==> src/rtl/loteria_if.sv <==
// Bus between the lottery checker and its host: strobes and number in, results out.
interface loteria_if #(
    parameter int unsigned NUM_W = 4,
    parameter int unsigned PICKS = 5,
    parameter int unsigned CNT_W = 5
);
    localparam int unsigned ACC_W = $clog2(PICKS + 1);

    logic [NUM_W-1:0] numero;
    logic             insere;
    logic             fim_jogo;
    logic             fim;
    logic [1:0]       premio;
    logic [CNT_W-1:0] p1;
    logic [CNT_W-1:0] p2;
    logic [ACC_W-1:0] acertos;
    logic             valido;
    logic             erro;
    logic             sorteado;
    logic             encerrado;

    modport master (
        output numero, insere, fim_jogo, fim,
        input  premio, p1, p2, acertos, valido, erro, sorteado, encerrado
    );

    modport slave (
        input  numero, insere, fim_jogo, fim,
        output premio, p1, p2, acertos, valido, erro, sorteado, encerrado
    );
endinterface

==> src/rtl/loteria_param.sv <==
// Lottery checker: loads a draw set, then scores tickets against it and counts prizes.
// Sets are held as bitmaps indexed by number, so duplicate checks and matching are bitwise.
module loteria_param #(
    parameter int unsigned NUM_W   = 4,
    parameter int unsigned MAX_NUM = 15,
    parameter int unsigned PICKS   = 5,
    parameter int unsigned CNT_W   = 5
) (
    input  logic     clock,
    input  logic     reset,
    loteria_if.slave bus
);
    localparam int unsigned ACC_W = $clog2(PICKS + 1);
    localparam int unsigned SET_N = MAX_NUM + 1;

    typedef enum logic [1:0] {SORTEIO, JOGO, AVALIA, FIM} state_e;

    state_e           state_q, state_d;
    logic [SET_N-1:0] draw_q, draw_d, tkt_q, tkt_d;
    logic [ACC_W-1:0] draw_n_q, draw_n_d, tkt_n_q, tkt_n_d;
    logic [ACC_W-1:0] acertos_q, acertos_d;
    logic [1:0]       premio_q, premio_d;
    logic [CNT_W-1:0] p1_q, p1_d, p2_q, p2_d;
    logic             valido_q, valido_d, erro_q, erro_d;
    logic             sorteado_q, sorteado_d, encerrado_q, encerrado_d;

    logic [SET_N-1:0] num_oh_c;
    logic             legal_c, in_draw_c, in_tkt_c, ins_c, draw_last_c;
    logic [ACC_W-1:0] match_c;

    // Simultaneous insere and fim_jogo is treated as fim_jogo alone.
    assign ins_c       = bus.insere & ~bus.fim_jogo;
    assign legal_c     = (bus.numero != '0) && (32'(bus.numero) <= MAX_NUM);
    assign num_oh_c    = SET_N'(1) << bus.numero;
    assign in_draw_c   = |(draw_q & num_oh_c);
    assign in_tkt_c    = |(tkt_q & num_oh_c);
    assign draw_last_c = (draw_n_q == ACC_W'(PICKS - 1));

    always_comb begin
        match_c = '0;
        for (int unsigned i = 0; i < SET_N; i++) begin
            match_c = match_c + ACC_W'(draw_q[i] & tkt_q[i]);
        end
    end

    always_ff @(posedge clock or posedge reset) begin
        if (reset) state_q <= SORTEIO;
        else       state_q <= state_d;
    end

    always_comb begin
        state_d = state_q;
        case (state_q)
            SORTEIO: if (ins_c && legal_c && !in_draw_c && draw_last_c) state_d = JOGO;
            JOGO: begin
                if (bus.fim)                                           state_d = FIM;
                else if (bus.fim_jogo && tkt_n_q == ACC_W'(PICKS))     state_d = AVALIA;
            end
            AVALIA:  state_d = bus.fim ? FIM : JOGO;
            FIM:     state_d = FIM;
            default: state_d = SORTEIO;
        endcase
    end

    always_comb begin
        draw_d      = draw_q;
        draw_n_d    = draw_n_q;
        tkt_d       = tkt_q;
        tkt_n_d     = tkt_n_q;
        acertos_d   = acertos_q;
        premio_d    = premio_q;
        p1_d        = p1_q;
        p2_d        = p2_q;
        valido_d    = 1'b0;
        erro_d      = 1'b0;
        sorteado_d  = (state_d != SORTEIO);
        encerrado_d = (state_d == FIM);
        case (state_q)
            SORTEIO: begin
                if (bus.fim_jogo) begin
                    erro_d = 1'b1;
                end else if (ins_c) begin
                    if (legal_c && !in_draw_c) begin
                        draw_d   = draw_q | num_oh_c;
                        draw_n_d = draw_n_q + ACC_W'(1);
                    end else begin
                        erro_d = 1'b1;
                    end
                end
            end
            JOGO: begin
                if (bus.fim) begin
                    tkt_d   = '0;
                    tkt_n_d = '0;
                end else if (bus.fim_jogo) begin
                    // A short ticket is thrown away; a full one is kept for AVALIA.
                    if (tkt_n_q != ACC_W'(PICKS)) begin
                        erro_d  = 1'b1;
                        tkt_d   = '0;
                        tkt_n_d = '0;
                    end
                end else if (ins_c) begin
                    if (legal_c && !in_tkt_c && tkt_n_q < ACC_W'(PICKS)) begin
                        tkt_d   = tkt_q | num_oh_c;
                        tkt_n_d = tkt_n_q + ACC_W'(1);
                    end else begin
                        erro_d = 1'b1;
                    end
                end
            end
            AVALIA: begin
                acertos_d = match_c;
                valido_d  = 1'b1;
                tkt_d     = '0;
                tkt_n_d   = '0;
                erro_d    = bus.insere | bus.fim_jogo;
                if (match_c == ACC_W'(PICKS)) begin
                    premio_d = 2'b01;
                    if (p1_q != '1) p1_d = p1_q + CNT_W'(1);
                end else if (match_c == ACC_W'(PICKS - 1)) begin
                    premio_d = 2'b10;
                    if (p2_q != '1) p2_d = p2_q + CNT_W'(1);
                end else begin
                    premio_d = 2'b00;
                end
            end
            default: ;
        endcase
    end

    always_ff @(posedge clock or posedge reset) begin
        if (reset) begin
            draw_q      <= '0;
            draw_n_q    <= '0;
            tkt_q       <= '0;
            tkt_n_q     <= '0;
            acertos_q   <= '0;
            premio_q    <= '0;
            p1_q        <= '0;
            p2_q        <= '0;
            valido_q    <= 1'b0;
            erro_q      <= 1'b0;
            sorteado_q  <= 1'b0;
            encerrado_q <= 1'b0;
        end else begin
            draw_q      <= draw_d;
            draw_n_q    <= draw_n_d;
            tkt_q       <= tkt_d;
            tkt_n_q     <= tkt_n_d;
            acertos_q   <= acertos_d;
            premio_q    <= premio_d;
            p1_q        <= p1_d;
            p2_q        <= p2_d;
            valido_q    <= valido_d;
            erro_q      <= erro_d;
            sorteado_q  <= sorteado_d;
            encerrado_q <= encerrado_d;
        end
    end

    assign bus.premio    = premio_q;
    assign bus.acertos   = acertos_q;
    assign bus.p1        = p1_q;
    assign bus.p2        = p2_q;
    assign bus.valido    = valido_q;
    assign bus.erro      = erro_q;
    assign bus.sorteado  = sorteado_q;
    assign bus.encerrado = encerrado_q;
endmodule

==> src/flat_wrapper.sv <==
// flat-port wrapper written by rule: the top's interface ports become plain ports
module loteria_param_flat 
#(
    parameter int unsigned NUM_W   = 4,
    parameter int unsigned MAX_NUM = 15,
    parameter int unsigned PICKS   = 5,
    parameter int unsigned CNT_W   = 5
)
  (clock, reset, bus_numero, bus_insere, bus_fim_jogo, bus_fim, bus_premio, bus_p1, bus_p2, bus_acertos, bus_valido, bus_erro, bus_sorteado, bus_encerrado);
  loteria_if #(.NUM_W(NUM_W), .PICKS(PICKS), .CNT_W(CNT_W)) bus_i ();
  input  logic clock;
  input  logic reset;
  input wire logic [$bits(bus_i.numero)-1:0] bus_numero;
  input wire logic [$bits(bus_i.insere)-1:0] bus_insere;
  input wire logic [$bits(bus_i.fim_jogo)-1:0] bus_fim_jogo;
  input wire logic [$bits(bus_i.fim)-1:0] bus_fim;
  output wire logic [$bits(bus_i.premio)-1:0] bus_premio;
  output wire logic [$bits(bus_i.p1)-1:0] bus_p1;
  output wire logic [$bits(bus_i.p2)-1:0] bus_p2;
  output wire logic [$bits(bus_i.acertos)-1:0] bus_acertos;
  output wire logic [$bits(bus_i.valido)-1:0] bus_valido;
  output wire logic [$bits(bus_i.erro)-1:0] bus_erro;
  output wire logic [$bits(bus_i.sorteado)-1:0] bus_sorteado;
  output wire logic [$bits(bus_i.encerrado)-1:0] bus_encerrado;
  assign bus_i.numero = bus_numero;
  assign bus_i.insere = bus_insere;
  assign bus_i.fim_jogo = bus_fim_jogo;
  assign bus_i.fim = bus_fim;
  assign bus_premio = bus_i.premio;
  assign bus_p1 = bus_i.p1;
  assign bus_p2 = bus_i.p2;
  assign bus_acertos = bus_i.acertos;
  assign bus_valido = bus_i.valido;
  assign bus_erro = bus_i.erro;
  assign bus_sorteado = bus_i.sorteado;
  assign bus_encerrado = bus_i.encerrado;
  loteria_param #(.NUM_W(NUM_W), .MAX_NUM(MAX_NUM), .PICKS(PICKS), .CNT_W(CNT_W)) u_core (.clock(clock), .reset(reset), .bus(bus_i));
endmodule
==> config.mk <==
export PLATFORM = sky130hd
export DESIGN_NAME = loteria_param_flat
export DESIGN_NICKNAME = d
export VERILOG_FILES = /design/src/rtl/loteria_if.sv /design/src/rtl/loteria_param.sv /design/src/flat_wrapper.sv
export SDC_FILE = /design/constraint.sdc
export NUM_CORES = 1
export LEC_CHECK = 0
export ABC_CLOCK_PERIOD_IN_PS = 6700
export BUFFER_PORTS_ARGS = -buffer_cell sky130_fd_sc_hd__buf_2
export CAP_MARGIN = 20
export CORE_ASPECT_RATIO = 1.2
export CORE_MARGIN = 4
export CORE_UTILIZATION = 60
export CTS_CLUSTER_SIZE = 28
export DETAILED_ROUTE_END_ITERATION = 8
export GPL_ROUTABILITY_DRIVEN = 0
export PLACE_DENSITY = 0.8
export SKIP_LAST_GASP = 1
export SLEW_MARGIN = 15
export SYNTH_ARGS = -nofsm -noshare
export SYNTH_HDL_FRONTEND = slang
export SYNTH_SLANG_ARGS = --single-unit
==> constraint.sdc <==
create_clock -name clock -period 6.7 [get_ports clock]
set_clock_uncertainty 0.1 [all_clocks]
set_input_delay 1.005 -clock clock [delete_from_list [all_inputs] [get_ports clock]]
set_output_delay 1.005 -clock clock [all_outputs]
set_load 0.02 [all_outputs]
* After elaboration in Yosys (flattened, before gate mapping)
Index checks and enable logic that the tools add are counted.
** Word-level totals
- Bits in registers :: 59
- Bits in latches :: 0
- RAM bits :: 0
- Memory bits (read-only) :: 0
- Input bits :: 9
- Output and inout port bits :: 19
- Logic and storage cells :: 120
- Memories kept :: 0
** Cells by class
- Add/sub/neg operators :: 19
- $mul :: 0
- Divide/modulo/power cells :: 0
- Magnitude comparators :: 1
- Equality and inequality tests :: 14
- Shifts and indexed selects :: 1
- Muxes and demuxes :: 29
- Bitwise gates (word level) :: 24
- Reduce and logical (&&, ||, !) cells :: 19
** Operators with widths (number)
- 16-bit two-way mux :: 5
- 3-bit adder :: 15
- 16-bit AND :: 2
- 16-bit OR :: 2
- 16-bit case mux with 2 select lines :: 1
- 16-bit OR reduction :: 2
- 1-bit AND :: 17
- 1-bit by 4-bit left shift with 16-bit output (first input constant) :: 1
- 3-bit two-way mux :: 5
- 3-bit equality test (second input constant) :: 4
- 2-bit two-way mux :: 6
- 4-bit by 3-bit inequality test with 1-bit output (second input constant) :: 3
- 4-bit AND reduction :: 3
- 5-bit by 1-bit adder with 5-bit output (second input constant) :: 2
- 5-bit inequality test (second input constant) :: 2
- 1-bit two-way mux :: 9
- 2-bit case mux with 4 select lines :: 1
- 1-bit logical AND :: 7
- 3-bit by 1-bit adder with 3-bit output (second input constant) :: 2
- 2-bit equality test (second input constant) :: 3
- 3-bit case mux with 2 select lines :: 1
- 2-bit nonzero test :: 2
- 4-bit nonzero test :: 1
- 3-bit < comparator (second input constant) :: 1
- 8 further kinds :: 10

* Depth between registers and ports, before layout
Gate-level depths: netlist of the first run.
- Depth after elaboration :: 19
- Gate-level depth with buffers :: 16
- Mapped depth without buffers :: 16

* Worst setup path before layout of the first run
No wires, ideal clock.
- Kind :: register to register
- Start :: register u_core.draw_q[0]
- End :: register u_core.p2_q[1] (netlist: u_core.bus.p2[1])
- Setup time :: 0.125 ns
- Arrival time :: 4.502 ns
- Data required time :: 6.475 ns
- Path slack :: 1.973 ns
- Cell stages (with the launch flop) :: 16
- Path buffers :: 0
- Clock period less this slack :: 4.727 ns
- Cells stage by stage :: dfrtp_1 -> and2_1 -> fa_1 -> inv_1 -> fa_1 -> inv_1 -> fa_1 -> fa_1 -> ha_1 -> inv_1 -> fa_1 -> xor2_1 -> xnor2_1 -> nand3_1 -> nor3_1 -> mux2_2
** On the way
- Cells in the longest elaborated chain, start to end :: 19
- Elaborated cells between the ends (all ways) :: 20
- Classes of those cells :: add/sub: 15; eq/ne: 2; bitwise: 2; reduce/logical: 1
** RTL lines
- start: declaration :: RTL line loteria_param.sv:19 : logic [SET_N-1:0] draw_q, draw_d, tkt_q, tkt_d;
- start signal: assignment :: RTL line loteria_param.sv:146 : draw_q <= draw_d;
- 1-bit AND * :: RTL line loteria_param.sv:42 : match_c = match_c + ACC_W'(draw_q[i] & tkt_q[i]);
- 3-bit adder * (15 in series) :: RTL line loteria_param.sv:42
- 3-bit equality test :: RTL line loteria_param.sv:117 : if (match_c == ACC_W'(PICKS)) begin
- 1-bit inverter (no line)
- 4-bit AND reduction (no line) *
- end signal: assignment :: RTL line loteria_param.sv:153 : p2_q <= p2_d;
- end: declaration :: RTL line loteria_param.sv:23 : logic [CNT_W-1:0] p1_q, p1_d, p2_q, p2_d;
Mark *: on every way between the ends. The rest lies on a longest branch, timed or not.
A chain may end at the register's enable or synchronous reset.

* Final worst setup path of the first run
- Start :: register u_core.draw_q[1]
- End :: register u_core.p2_q[4] (netlist: u_core.bus.p2[4])
The elaborated chain is that of the path after synthesis.

==> results.toml, run 1 <==
[status]
status = "finished clean"

[clocking]
numCtsBuffers = 9
post_cts_resized = 0
cts-root-buf = "clkbuf_8"
clock_latency_ns = 0.34
postCtsSetupBuffers = 0
htree_levels = 3
postCtsHoldBufs = 0
clkSinkCount = 59
clk_path_buf_depth = 2
cts_tree = "yes"
cts.clk_slew.worst_paths_ns = 0.07

[synth]
synth-edff-count = 0
ys.flop_type = "dfrtp_1"
syn_nets = 352
syn_inst = 319
ys.warnings.count = 0
seq_area_frac_synth_pct = 43.40
synth.cell_area_um2 = 3402
synth-seq-cells = 59
avgSynthCellArea_um2 = 10.66
async_reset_ff_share_pct = 100.0
synthDistinctLibCells = 54

[critical_path]
crit_arrival_ns = 5.12
timing.critical_path.buf_inv = 3
cp_max_fo = 5
path_class = "reg -> reg"
endpoint_kind = "flip-flop"
r2r-start = "u_core.draw_q[1]$_DFFE_PP0P_"
cp_common_cell = "fa_1"
crit_family = "adder cells"
critPathLaunch = "u_core.draw_q[1]$_DFFE_PP0P_"
crit_required_ns = 6.82
max_stage_delay_ns = 0.55
slowest_stage = "fa_1"
path_cells = "and2_1 > fa_1 > inv_1 > fa_1 > inv_1 > fa_1 > fa_1 > ha_1 > inv_1 > fa_1 > xor2_1 > xnor2_1 > nand3_1 > nor3_1 > mux2_2"
critPathLaunchType = "flip-flop"

[global_routing]
antenna_found_initial = 0
grt_pass1_wl_um = 12220
grt_usage_pct = 22.50
grt_pass1_vias = 2483
grt_max_degree = 60
grt.overflow.total = 0

[final_layout]
multi_input_area_um2 = 1723
final_nets = 375
antennaDiodeCount = 0
fin_cells = 409
layout_commonest_cell = "dfrtp_1"
area_delta_synth_final_pct = 8.717
nFillCells = 418
final_cell_mix = "59 x dfrtp_1, 29 x nor2_1, 27 x buf_2"
layout.area.seq_um2 = 1476
drive_above_1_share_pct = 17.87

[sta]
final_max_slew_viol_count = 0
finalCritPeriodShare_pct = 74.58
setup_viol = 0
worst_pin_slew_ns = 0.9329
hold_viol_final = 0
fmax_mhz = 200.1
rsz0062_at_grt = "false"
slew_headroom_pct = 37.80
period_minus_slack_ns = 4.997
fin_tns_setup_ns = 0

[floorplan]
pin_count = 28
die_width_um = 76.74
die_h_um = 90.49
die_area_um2 = 6944
start_util_pct = 62.93
row_count = 29
core_um2 = 5406

[min_path]
min_from = "u_core.draw_q[0]$_DFFE_PP0P_"
hold_path.class = "reg -> reg"

[drt]
vias = 2521
routed_wl_um = 7266
dr.pass1.iters = 6
postRouteAntennaNets = 0
drc_errors = 0
wl_per_cell_um = 17.77
viasPerCell = 6.164
drt_iter0_markers = 194

[power_and_ir_drop]
ir_drop_uv = 200.5
p_leak_nw = 1.923
power_density_nw_per_um2 = 344.4
fin_total_pwr_mw = 1.274

[placed_design]
hpwlAfterDp_um = 4871
dp_cells = 393
numPortBuffers = 27

[run]
max_cap_violations = 0
-- where the power goes --
group          switching (mW)  total [mW]  internal [mW]
Combinational           0.266       0.443          0.176
Sequential             0.0700       0.522          0.452
Clock                   0.138       0.309          0.171
Total                   0.475        1.27          0.799
-- metal layers --
metal	vias to the layer above	track usage (%)	wire, um
met5	-	0	0
met4	0	10.73	208
met3	17	5.289	504
met2	111	36.05	3518
met1	1225	28.60	3035
li1	1168	-	-
-- worst register-to-register path: stages (launching register included) --
cell,delay (ns)
dfrtp_1,0.40
and2_1,0.18
fa_1,0.50
inv_1,0.05
fa_1,0.52
inv_1,0.05
fa_1,0.50
fa_1,0.55
ha_1,0.14
inv_1,0.04
fa_1,0.37
xor2_1,0.17
xnor2_1,0.25
nand3_1,0.14
nor3_1,0.50
mux2_2,0.40
-- Yosys cell counts (3+ instances only) --
master	number	area (um^2)
dfrtp_1	59	1476
nor2_1	29	108.9
inv_1	25	93.84
and2_1	14	87.58
ha_1	14	175.2
nand2_1	13	48.80
a21o_1	12	90.09
fa_1	10	200.2
a41oi_1	9	78.83
mux2_2	9	101.4
xnor2_1	8	70.07
a31oi_1	7	43.79
and3_1	7	43.79
buf_4	6	45.04
nand2b_1	6	37.54
nand4_1	6	37.54
a21oi_1	5	25.02
mux2i_1	5	50.05
nand3_1	5	25.02
a211oi_1	4	30.03
nor2b_1	4	25.02
nor3_1	4	20.02
o21ai_1	4	20.02
and2_4	3	26.28
and4b_1	3	30.03
buf_2	3	15.01
buf_6	3	33.78
clkbuf_1	3	11.26
o21ai_0	3	15.01
xor2_1	3	26.28
-- registers in the layout (all words and copies together) (netlist names), 2 cells and up --
name / cells
u_core.tkt_q: 16
u_core.state_q: 2
u_core.bus.acertos: 3
u_core.bus.p2: 5
u_core.draw_q: 16
u_core.tkt_n_q: 3
u_core.bus.p1: 5
u_core.draw_n_q: 3
u_core.bus.premio: 2
-- cell type report --
class / count / area share (%)
Inverter: 25 / 2.537
Tap cell: 62 / 2.097
Timing Repair Buffer: 28 / 3.857
Clock buffer: 11 / 3.552
Sequential cell: 59 / 39.92
Clock inverter: 5 / 1.455
Multi-Input combinational cell: 219 / 46.58
-- metrics by stage --
| stage | utilization [%] | area, um^2 | worst slack (ns) | hold WS, ns |
|---|---|---|---|---|
| after global routing | 68.41 | 3699 | 1.352 | 0.2862 |
| after floorplan | - | 3402 | 1.973 | 0.3217 |
| after CTS | 68.41 | 3699 | 1.691 | 0.2803 |
| after global placement | 64.99 | 3513 | 1.828 | 0.2588 |
| after detailed placement | 64.99 | 3513 | 1.684 | 0.2648 |
| final | 68.41 | 3699 | 1.703 | 0.2795 |
-- worst paths after layout --
path                                                 to  slack [ns]  cells past startpoint
max in group asynchronous  u_core.bus.p1[1]$_DFFE_PP0P_        5.25                      3
max reg2reg                u_core.bus.p2[4]$_DFFE_PP0P_        1.70                     15
min                        u_core.draw_q[0]$_DFFE_PP0P_        0.28                      0
min reg2reg                u_core.draw_q[0]$_DFFE_PP0P_        0.28                      0
max                        u_core.bus.p2[4]$_DFFE_PP0P_        1.70                     15
min in group asynchronous  u_core.bus.p2[2]$_DFFE_PP0P_        0.76                      3
-- cell families after synthesis --
family | Yosys count | share of synthesized area, %
AO/OA/AOI/OAI | 61 | 13.31
XOR/XNOR | 11 | 2.832
adder cells (fa/ha/maj) | 24 | 11.03
buffers and inverters | 41 | 5.958
flip-flops | 59 | 43.40
multiplexers | 17 | 5.995
AND/OR/NAND/NOR | 106 | 17.47
No activity file was read; power rests on OpenSTA's default activity.
==> run 2: changes to the inputs <==
Settings changed: ABC_CLOCK_PERIOD_IN_PS 6700 to 4100, CORE_UTILIZATION 60 to 54, PLACE_DENSITY 0.8 to 0.76.
Clock period 6.7 ns to 4.1 ns, I/O delays scaled along.
==> run 2 against run 1 <==
Against the previous run:
- the flow now finishes with violations (negative setup slack)
- combinational power grew 91%
- sequential share of layout area shrank 3.5 points
- die area grew 10%
- cell count grew 11%
- global-route usage shrank 0.65 points
- critical path depth is the same
==> results.toml, run 2 (same netlist as run 1, synthesis figures left out) <==
[status]
status = "finished, violations left"
violations = "negative setup slack"

[floorplan]
pin_count = 28
die_h_um = 94.95
start_util_pct = 55.87
row_count = 31
die_area_um2 = 7639
core_um2 = 6090
die_width_um = 80.46

[clocking]
cts-root-buf = "clkbuf_8"
numCtsBuffers = 9
cts_tree = "yes"
postCtsHoldBufs = 0
cts.clk_slew.worst_paths_ns = 0.08
clk_path_buf_depth = 2
htree_levels = 3
clock_latency_ns = 0.34
clkSinkCount = 59

[placed_design]
dp_cells = 433
numPortBuffers = 27
hpwlAfterDp_um = 5443
pre_cts_ws_ns = -0.5623

[global_routing]
grt.overflow.total = 0
grt_pass1_vias = 2614
antenna_found_initial = 0
grt_pass1_wl_um = 12640
grt_max_degree = 40
grt_usage_pct = 21.85

[critical_path]
slowest_stage = "fa_1"
reg2reg_depth = 15
r2r-start = "u_core.draw_q[3]$_DFFE_PP0P_"
crit_required_ns = 4.22
endpoint_kind = "flip-flop"
max_stage_delay_ns = 0.55
r2r-end = "u_core.bus.p2[4]$_DFFE_PP0P_"
cp_max_fo = 5
path_cells = "and2_4 > fa_1 > inv_2 > fa_1 > inv_2 > fa_1 > fa_1 > ha_2 > inv_2 > fa_2 > xor2_2 > xnor2_2 > nand3_1 > nor3_4 > mux2_4"
cp_common_cell = "fa_1"
crit_arrival_ns = 4.75
timing.reg2reg.setup_slack_ns = -0.53
critPathLaunchType = "flip-flop"
path_class = "reg -> reg"

[sta]
worst_pin_slew_ns = 0.7048
period_minus_slack_ns = 4.626
timing.final.ws_setup_ns = -0.5261
setup_viol = 13
finalCritPeriodShare_pct = 112.8
hold_viol_final = 0
slew_headroom_pct = 53.02
final_max_slew_viol_count = 0
rsz0062_at_grt = "true"
hold_slack_ns = 0.1725
fmax_mhz = 216.2

[run]
max_cap_violations = 0

[final_layout]
drive_above_1_share_pct = 27.42
fin_cells = 454
final_nets = 400
final_cell_mix = "59 x dfrtp_1, 28 x nor2_1, 27 x buf_2"
antennaDiodeCount = 0
top_regs = "u_core.draw_q x16, u_core.tkt_q x16"
area_delta_synth_final_pct = 19.01
layout_commonest_cell = "dfrtp_1"
postLayoutCoreUtil_pct = 66.49

[min_path]
hold_path.class = "in -> async"

[power_and_ir_drop]
ir_drop_uv = 298.1
fin_total_pwr_mw = 2.359
p_leak_nw = 2.093
power_density_nw_per_um2 = 582.7

[drt]
viasPerCell = 5.733
routed_wl_um = 7722
drc_errors = 0
wl_per_cell_um = 17.01
drt_iter0_markers = 147
dr.pass1.iters = 4
vias = 2603
postRouteAntennaNets = 0
run 2: changes by cell type in the layout (fill, tap and decap cells not counted), moves of 3 or more:
cell / delta
and2_1: -3
inv_1: -3
mux2_2: -5
inv_2: +3
and2_4: +3
buf_4: +23
clkinv_2: -3
mux2_4: +5
run 2: what timing repair did:
action	4_1_cts	5_1_grt
setup endpoints to repair	12	13
gates resized for setup	4	10
buffers inserted	3	3
pin swaps	5	5
run 2: power by group:
group / internal, mW / total, mW / switching [mW]
Sequential: 0.738 / 0.842 / 0.104
Clock: 0.409 / 0.669 / 0.261
Combinational: 0.378 / 0.848 / 0.470
run 2: layout make-up:
type	count	area [um^2]
fill	477	2041
multi-input combinational	219	1790
timing repair buffer	53	337.8
inverter	25	93.84
clock inverter	7	123.9
sequential	59	1476
clock buffer	9	123.9
tap	82	102.6
run 2: how the worst max path moves through the flow:
stage	start	endpoint	slack, ns	cells past startpoint
after detailed placement	u_core.draw_q[0]$_DFFE_PP0P_	u_core.bus.p2[4]$_DFFE_PP0P_	-0.56	15
after floorplan	u_core.draw_q[0]$_DFFE_PP0P_	u_core.bus.p2[1]$_DFFE_PP0P_	-0.32	15
final	u_core.draw_q[3]$_DFFE_PP0P_	u_core.bus.p2[4]$_DFFE_PP0P_	-0.53	15
after global placement	u_core.draw_q[0]$_DFFE_PP0P_	u_core.bus.p2[4]$_DFFE_PP0P_	-0.42	15
after CTS	u_core.draw_q[3]$_DFFE_PP0P_	u_core.bus.p2[4]$_DFFE_PP0P_	-0.53	15
after global routing	u_core.draw_q[3]$_DFFE_PP0P_	u_core.bus.p2[4]$_DFFE_PP0P_	-0.69	15
run 2: worst max-delay path, delay by kind of cell (launching register included):
kind          cells  cell delay, ns
fa+ha+maj         6            2.60
simple gates      3            0.62
flops             1            0.38
xor+xnor          2            0.36
mux               1            0.33
buf+inv           3            0.11
run 2: routing by layer:
layer / vias up / wire, um / global-route usage (%)
li1: 1220 / - / -
met1: 1285 / 3234 / 27.41
met2: 82 / 3893 / 36.33
met3: 16 / 415 / 4.866
met4: 0 / 178 / 9.014
met5: - / 0 / 0
run 2: per-stage QoR:
step	setup TNS, ns	cell area (um^2)
2_1_floorplan	-1.943	3437
3_3_place_gp	-3.337	3724
3_5_place_dp	-4.699	3724
4_1_cts	-4.851	4004
5_1_grt	-7.277	4049
6_report	-4.989	4049
